--- src/rtl/dmem_pkg.sv ---
// Shared types and helpers for the MEM-stage data responder.
package dmem_pkg;

   typedef logic [1:0] state_t;

   localparam state_t IDLE = 2'd0;
   localparam state_t WAIT = 2'd1;
   localparam state_t RESP = 2'd2;

   localparam int WORD_BYTES = 4;

   // Upper address bits fall away so the storage aliases every DEPTH*WORD_BYTES bytes.
   function automatic logic [31:0] word_index(input logic [31:0] addr, input int depth);
      return (addr >> $clog2(WORD_BYTES)) & 32'(depth - 1);
   endfunction

endpackage

--- src/rtl/dmem_array.sv ---
// DEPTH x 32 word storage: synchronous write, registered read, no reset.
// Contents deliberately survive reset so a mid-run reset does not lose data.
module dmem_array #(
   parameter  int DEPTH = 32,
   localparam int AW    = $clog2(DEPTH)
) (
   input  logic          clk_i,
   input  logic          wr_en,
   input  logic          rd_en,
   input  logic [AW-1:0] word_idx,
   input  logic [31:0]   wr_dat,
   output logic [31:0]   rd_dat
);

   logic [31:0] mem [DEPTH];

   always_ff @(posedge clk_i) begin
      if (wr_en) mem[word_idx] <= wr_dat;
      if (rd_en) rd_dat <= mem[word_idx];
   end

endmodule

--- src/rtl/dmem_responder.sv ---
// MEM-stage data responder: one access at a time, LATENCY wait cycles, then a one-cycle response.
// req_ready_o is low from accept through the response; stall_o freezes the pipeline until then.
module dmem_responder
   import dmem_pkg::*;
#(
   parameter int DEPTH   = 32,
   parameter int LATENCY = 4
) (
   input  logic        clk_i,
   input  logic        rst_i,
   input  logic        req_valid_i,
   input  logic        req_write_i,
   input  logic [31:0] req_addr_i,
   input  logic [31:0] req_wdata_i,
   output logic        req_ready_o,
   output logic        resp_valid_o,
   output logic [31:0] resp_rdata_o,
   output logic        resp_err_o,
   output logic        stall_o
);

   localparam int AW = $clog2(DEPTH);
   localparam int CW = $clog2(LATENCY + 1);

   state_t        state;
   logic [CW-1:0] cnt;
   logic          wr_q;
   logic [31:0]   addr_q;
   logic [31:0]   wdata_q;
   logic          rd_sel;
   logic [31:0]   arr_rd_dat;
   logic          misaligned;
   logic          done;
   logic          wr_en;
   logic          rd_en;
   logic [AW-1:0] word_idx;

   assign misaligned = (addr_q[1:0] != 2'b00);
   assign done       = (state == WAIT) && (cnt == '0);
   assign wr_en      = done && wr_q && !misaligned;
   assign rd_en      = done && !wr_q && !misaligned;
   assign word_idx   = AW'(word_index(addr_q, DEPTH));

   always_ff @(posedge clk_i or posedge rst_i) begin
      if (rst_i) begin
         state      <= IDLE;
         cnt        <= '0;
         wr_q       <= 1'b0;
         addr_q     <= '0;
         wdata_q    <= '0;
         resp_err_o <= 1'b0;
         rd_sel     <= 1'b0;
      end else begin
         case (state)
            IDLE: begin
               if (req_valid_i) begin
                  wr_q    <= req_write_i;
                  addr_q  <= req_addr_i;
                  wdata_q <= req_wdata_i;
                  cnt     <= CW'(LATENCY - 1);
                  state   <= WAIT;
               end
            end
            WAIT: begin
               if (cnt == '0) begin
                  state      <= RESP;
                  resp_err_o <= misaligned;
                  // Only an aligned load exposes array data; stores and errors return zero.
                  rd_sel     <= rd_en;
               end else begin
                  cnt <= cnt - CW'(1);
               end
            end
            RESP:    state <= IDLE;
            default: state <= IDLE;
         endcase
      end
   end

   dmem_array #(.DEPTH(DEPTH)) u_array (
      .clk_i    (clk_i),
      .wr_en    (wr_en),
      .rd_en    (rd_en),
      .word_idx (word_idx),
      .wr_dat   (wdata_q),
      .rd_dat   (arr_rd_dat)
   );

   assign req_ready_o  = (state == IDLE);
   assign resp_valid_o = (state == RESP);
   assign resp_rdata_o = rd_sel ? arr_rd_dat : 32'd0;
   assign stall_o      = ((state == IDLE) && req_valid_i) || (state == WAIT);

endmodule

--- config.mk ---
export PLATFORM = sky130hd
export DESIGN_NAME = dmem_responder
export DESIGN_NICKNAME = d
export VERILOG_FILES = /design/src/rtl/dmem_pkg.sv /design/src/rtl/dmem_array.sv /design/src/rtl/dmem_responder.sv
export SDC_FILE = /design/constraint.sdc
export NUM_CORES = 1
export LEC_CHECK = 0
export CORE_UTILIZATION = 50
export CTS_BUF_LIST = sky130_fd_sc_hd__clkbuf_2 sky130_fd_sc_hd__clkbuf_4 sky130_fd_sc_hd__clkbuf_8
export CTS_CLUSTER_DIAMETER = 200
export DETAILED_ROUTE_END_ITERATION = 10
export GPL_ROUTABILITY_DRIVEN = 1
export PLACE_DENSITY = 0.67
export SETUP_SLACK_MARGIN = 0.02
export SKIP_LAST_GASP = 1
export SLEW_MARGIN = 10
export SYNTH_ARGS = -nofsm -noshare
export SYNTH_HDL_FRONTEND = slang
export SYNTH_SLANG_ARGS = --single-unit
--- constraint.sdc ---
create_clock -name clk_i -period 6.46 [get_ports clk_i]
set_clock_uncertainty 0.1 [all_clocks]
set_input_delay 1.615 -clock clk_i [delete_from_list [all_inputs] [get_ports clk_i]]
set_output_delay 1.615 -clock clk_i [all_outputs]
set_load 0.01 [all_outputs]
# Word level (Yosys, flattened, before mapping)
# Memory sizes are Yosys's and may differ from the RTL's. A register that Yosys moved wholly into a read port is not among the register bits.
# Cells that the tools add are included.
[op_classes]
n_addsub = 1
eq_ne = 5
muxes = 9
n_reduce_logical = 17
[op_table]
columns = ["op", "count"]
rows = [
  ["2-to-1 mux 32 bit", 1],
  ["logical AND 1 bit", 6],
  ["2-to-1 mux 3 bit", 2],
  ["one-hot mux 3 bit (2 select lines)", 1],
  ["AND reduction 2 bit", 3],
  ["2-to-1 mux 2 bit", 2],
  ["!= test 2 bit, second input constant", 2],
  ["one-hot mux 2 bit (2 select lines)", 1],
  ["nonzero test 2 bit", 2],
  ["zero test 3 bit", 1],
  ["AND reduction 3 bit", 1],
  ["subtractor 3 x 1 -> 3 bit, second input constant", 1],
  ["== test 2 x 1 -> 1 bit, second input constant", 1],
  ["== test 2 bit, second input constant", 1],
  ["zero test 1 bit", 2],
  ["zero test 2 bit", 1],
  ["2-to-1 mux 1 bit", 2],
  ["!= test 2 x 1 -> 1 bit, second input constant", 1],
  ["logical OR 1 bit", 1],
]
[word_totals]
reg_bits = 47
ram_bits = 1024
inputBits = 68
out_inout_bits = 36
wordCells = 40
memories = 1
[memory_table]
columns = ["memory", "words", "width", "rd", "rd_ports_with_merged_regs", "write_ports", "line", "source"]
rows = [
  ["u_array.mem", 32, 32, 1, 1, 1, "dmem_array.sv:15", "logic [31:0] mem [DEPTH];"],
]

# Longest topological paths before layout
[logic_depth]
depth_word = 6
depth_mapped = 8

# Hierarchy
# From an unflattened synthesis, not the netlist that was laid out.
[unflattened]
hier_cells = 2265
area_unflattened_um2 = 42340.6
[modules_own_cells]
columns = ["mod", "n_inst", "cells_each", "area_per_inst_um2", "seq_area_each_um2"]
rows = [
  ["dmem_array", 1, 2107, 40062.2, 31710.4],
  ["dmem_responder", 1, 158, 2278.4, 1176.1],
]

# Worst setup path after synthesis
# OpenSTA, ideal clock, no wires.
[synth_path]
path_kind = "register -> register"
from = "register cnt[0]"
to = "memory u_array.mem[26][0] (enable)"
setup_time_ns = 0.461
arrival_time_ns = 3.535
path_slack_ns = 2.364
stages_incl_launch_ff = 8
n_path_buf = 1
period_less_slack_ns = 4.096
path_cell_list = "dfrtp_1 inv_1 ha_1 and4bb_4 and3_1 buf_2 nand3b_1 nor3_1"
[synth_between]
elab_chain_len = 6
[synth_rtl]
columns = ["item", "line", "source"]
rows = [
  ["start: declaration", "dmem_responder.sv:26", "logic [CW-1:0] cnt;"],
  ["start signal: assignment", "dmem_responder.sv:60", "cnt <= CW'(LATENCY - 1);"],
  ["start signal: assignment", "dmem_responder.sv:71", "cnt <= cnt - CW'(1);"],
  ["zero test 3 bit", "dmem_responder.sv:39", "assign done = (state == WAIT) && (cnt == '0);"],
  ["logical AND 1 bit", "dmem_responder.sv:39", ""],
  ["logical AND 1 bit (2 in series)", "dmem_responder.sv:40", "assign wr_en = done && wr_q && !misaligned;"],
  ["2-to-1 mux 1 bit", "dmem_array.sv:18", "if (wr_en) mem[word_idx] <= wr_dat;"],
  ["2-to-1 mux 1 bit (not written as such)", "dmem_array.sv:18", ""],
  ["end: declaration", "dmem_array.sv:15", ""],
]
# No other way between the ends.

# Worst setup path after layout
[layout_path]
from = "input port req_valid_i"
to = "output port stall_o"
[layout_between]
elab_chain_len = 2
[layout_rtl]
columns = ["item", "line", "source"]
rows = [
  ["start: declaration", "dmem_responder.sv:11", "input logic req_valid_i,"],
  ["logical AND 1 bit", "dmem_responder.sv:92", "assign stall_o = ((state == IDLE) && req_valid_i) || (state == WAIT);"],
  ["logical OR 1 bit", "dmem_responder.sv:92", ""],
  ["end: declaration", "dmem_responder.sv:19", "output logic stall_o"],
]
# No other way between the ends.

==> results.txt <==
----------------------------------------------------
[Run status]
  Result of the run ... completed

[Route]
  Number of optimization iterations in the first detailed-route pass ... 6
  Routed via count ... 22100
  Number of antenna-violating nets in the routed design ... 0
  Detailed router's first-iteration violation count ... ~2500
  Overall routed net length ... just over 100000 um
  Mean routed wirelength per cell ... around 28 um
  DRC ... 0
  Via/cell ratio ... 6.07

[Setup path]
  CP Cell Sequence ... clkdlybuf4s50_1, nor2_1, nor2_1, clkdlybuf4s50_1
  Startpoint of the most critical register-to-register path ... addr_q[3]
  Worst path slowest cell ... clkdlybuf4s50_1
  CP max stage delay ... approximately 0.53 ns
  Origin of the worst setup path ... req_valid_i
  Worst reg-to-reg path cell count ... 6
  Required time of the critical path ... approximately 4.7 ns
  Nature of the critical path endpoint ... primary output
  Critical setup path kind ... input pin to primary output
  Destination of the critical timing path ... stall_o
  Arrival time reported for the critical path endpoint ... approximately 2.7 ns
  Critical Path Start Type ... input pin
  R2R setup slack ... ~2.2 ns
  FF-to-FF End ... u_array.rd_dat[13]
  Crit-path max FO ... 2

[GRT]
  Global-route usage over all layers ... between 20% and 30%
  Wire length of the first global-routing pass ... ~150000 um
  Vias in the first global route ... 22400
  Largest net degree at the start of global routing ... ~150
  Total global routing overflow ... 0
  Initial antenna violation count ... 1

[Clocking]
  Number of sinks on the clock net ... 1103
  CTS root buf ... clkbuf_8
  TritonCTS clock tree ... done
  Level count of the clock H-tree ... 4
  CTS clk-pin slew, worst paths ... roughly 0.060 ns
  PostCTS Resize Cnt ... 0
  Clock buffers created by TritonCTS ... 170
  Later-pin clock latency in the skew report ... about 0.81 ns
  Maximum clock path buffer count ... 3
  Hold buffer count at cts ... 0
  Number of post-CTS setup repair buffers ... 0

[Timing]
  Time the worst path needs with I/O delays and setup ... approximately 4.5 ns
  Setup repair after global routing missed its margin ... false
  TNS Setup ... 0 ns
  Top achievable clock speed ... 224 MHz
  Relative max-transition margin ... between 10% and 20%
  Worst Tran Pin Value ... 1.30 ns
  Slew Limit Fails ... 0
  Final setup violation count ... 0
  Count of final hold-check violations ... 0
  Ratio of final minimum period to clock period ... approximately 70%

[Synthesis]
  Largest family of logic cells by synthesized area ... multiplexers
  Synth Area in Compound Gates ... under 10%
  Post-synthesis simple-gate area fraction ... under 10%
  Number of distinct library cell variants in the gate-level netlist after synthesis ... 35
  Post-synthesis share of cell area spent on full adders, half adders and majority gates ... less than 1%
  Share of flip-flops with an asynchronous set or reset ... under 10%
  Cells after synthesis ... approximately 2300
  Flop and latch count out of synthesis ... between 1000 and 1500
  Predominant post-synthesis flop cell ... edfxtp_1
  Sequential element share of the synthesized area ... between 70% and 80%
  Number of enable flip-flop cells after synthesis ... between 1000 and 1500
  Netlist area before placement ... 42000 um^2
  Yosys warnings ... 0
  Synthesized Nets ... ~2300
  Average cell area after synthesis ... about 19 um^2
  Synthesized-area fraction occupied by xor and xnor cells ... 0.0208%
  Multiplexer area fraction after synthesis ... about an eighth

[Finish]
  Net count, final ... between 2000 and 3000
  Fraction of layout cells with a size suffix above 1 ... between 10% and 20%
  Number of fillers in the final layout ... ~6100
  Fin cells ... roughly 3700
  Most common library cell in the layout ignoring fill and taps ... edfxtp_1
  Commonest non-fill, non-tap cells in the layout ... 1056 x edfxtp_1, 512 x mux2i_1, 257 x o22ai_1, 173 x clkbuf_8, 78 x clkdlybuf4s50_1
  Area overhead of the layout relative to synthesis ... 13.2%

[Floorplanning]
  Core Rows ... between 100 and 150
  Die X-Extent ... 292 um
  Initial Utilization ... roughly half
  I/O Pins ... between 100 and 150
  Die height ... roughly 300 um
  Core Footprint ... 82600 um^2
  Floorplan die area ... 85200 um^2

[Power and ir drop]
  Total power per unit cell area ... 421 nW/um^2
  Largest vdd supply drop ... roughly 0.00035 V
  Total leakage power ... ~0.016 uW

[Placed design]
  Count of buffers inserted at the top-level ports ... between 70 and 80
  Number of placed instances, taps included ... approximately 3300
  Final weighted congestion in routability-driven placement ... 0.790
  Placed wire-length estimate after detailed placement ... around 55000 um

[Job]
  Number of max-cap violations ... 0

[Min path]
  Path type of the worst min-delay path ... register to register

----------------------------------------------------
worst max-delay path: cells and delay by family:
| kind | cells | cell delay, ns |
|---|---|---|
| buffers and inverters | 2 | 1.00 |
| and+or+nand+nor | 2 | 0.12 |
state kept, by name (all words and copies together), names as in the netlist:
register        count
addr_q              7
cnt                 3
rd_sel              1
resp_err_o          1
state               2
u_array.mem      1024
u_array.rd_dat     32
wdata_q            32
wr_q                1
cell usage after synthesis, types with 2 or more instances:
| library cell | number | share of area [%] |
|---|---|---|
| nand3_1 | 3 | 0.036 |
| nor2_1 | 30 | 0.27 |
| mux2i_1 | 512 | 12 |
| nor2_2 | 6 | 0.089 |
| and2_1 | 33 | 0.49 |
| buf_2 | 96 | 1.1 |
| edfxtp_1 | 1056 | 75 |
| buf_4 | 2 | 0.036 |
| ha_1 | 2 | 0.060 |
| mux2_2 | 41 | 1.1 |
| or3b_2 | 2 | 0.042 |
| dfrtp_1 | 47 | 2.8 |
| inv_1 | 4 | 0.036 |
| nand4bb_1 | 6 | 0.16 |
| nor2b_1 | 2 | 0.030 |
| nor4_1 | 64 | 0.95 |
| buf_6 | 4 | 0.11 |
| nand2b_1 | 2 | 0.030 |
| nand4b_1 | 4 | 0.083 |
| clkbuf_1 | 34 | 0.30 |
| nor3_1 | 3 | 0.036 |
| nand2_1 | 36 | 0.32 |
| nand3b_1 | 4 | 0.071 |
| or4b_1 | 4 | 0.095 |
| o22ai_1 | 257 | 3.8 |
where the power goes:
group | switching [uW] | internal, uW | total, uW
registers | 1090 | 9130 | 10200
clock network | 2630 | 2960 | 5590
logic | 2430 | 1760 | 4180
total | 6150 | 13800 | 20000
metal layers:
metal,vias up,part of all wire [%],track usage [%]
met5,-,0,0
met4,0,2.5,8.16
met3,164,8.8,5.06
met2,1057,47,38.0
met1,11400,42,34.5
li1,9520,-,-
final cells by class:
cell class                 count  area (um^2)  area share (%)
tap                         1070         1340            2.82
timing repair buffer         145         1320            2.77
multi-input combinational   1021         8700            18.3
antenna                        1         2.50         0.00526
clock inverter                75          467           0.982
inverter                       4         15.0          0.0316
clock buffer                 231         2820            5.92
sequential                  1103        32900            69.2
per-stage QoR:
step	utilization [%]	cell area, um^2	power [uW]	setup WS [ns]	hold slack (ns)
floorplan	-	42000	12900	2.36	0.356
global placement	53.5	44200	14300	1.95	0.374
detailed placement	53.5	44200	14500	2.00	0.394
CTS	57.5	47500	20100	2.00	0.410
global route	57.5	47500	20700	1.96	0.437
finish	57.5	47500	20000	2.00	0.408
kinds of logic (layout without fill, tap and decap cells):
logic type / Yosys count / after routing
DFF: 1103 / 1103
muxes: 553 / 553
AOI/OAI and AO/OA: 259 / 259
and+or+nand+nor: 206 / 206
buffers and inverters: 140 / 455
adders and majority gates: 2 / 2
xor gates and xnor gates: 1 / 1
other: 0 / 1
worst min-delay path by stage:
stage	start	to	slack, ns	cells after the start
finish	addr_q[1]	addr_q[1]	0.41	1
global route	addr_q[0]	addr_q[0]	0.44	1
CTS	addr_q[1]	addr_q[1]	0.41	1
detailed placement	resp_err_o	resp_err_o	0.39	1
global placement	cnt[1]	cnt[1]	0.37	1
floorplan	wr_q	rd_sel	0.36	1
(Power assumes the default switching activity.)
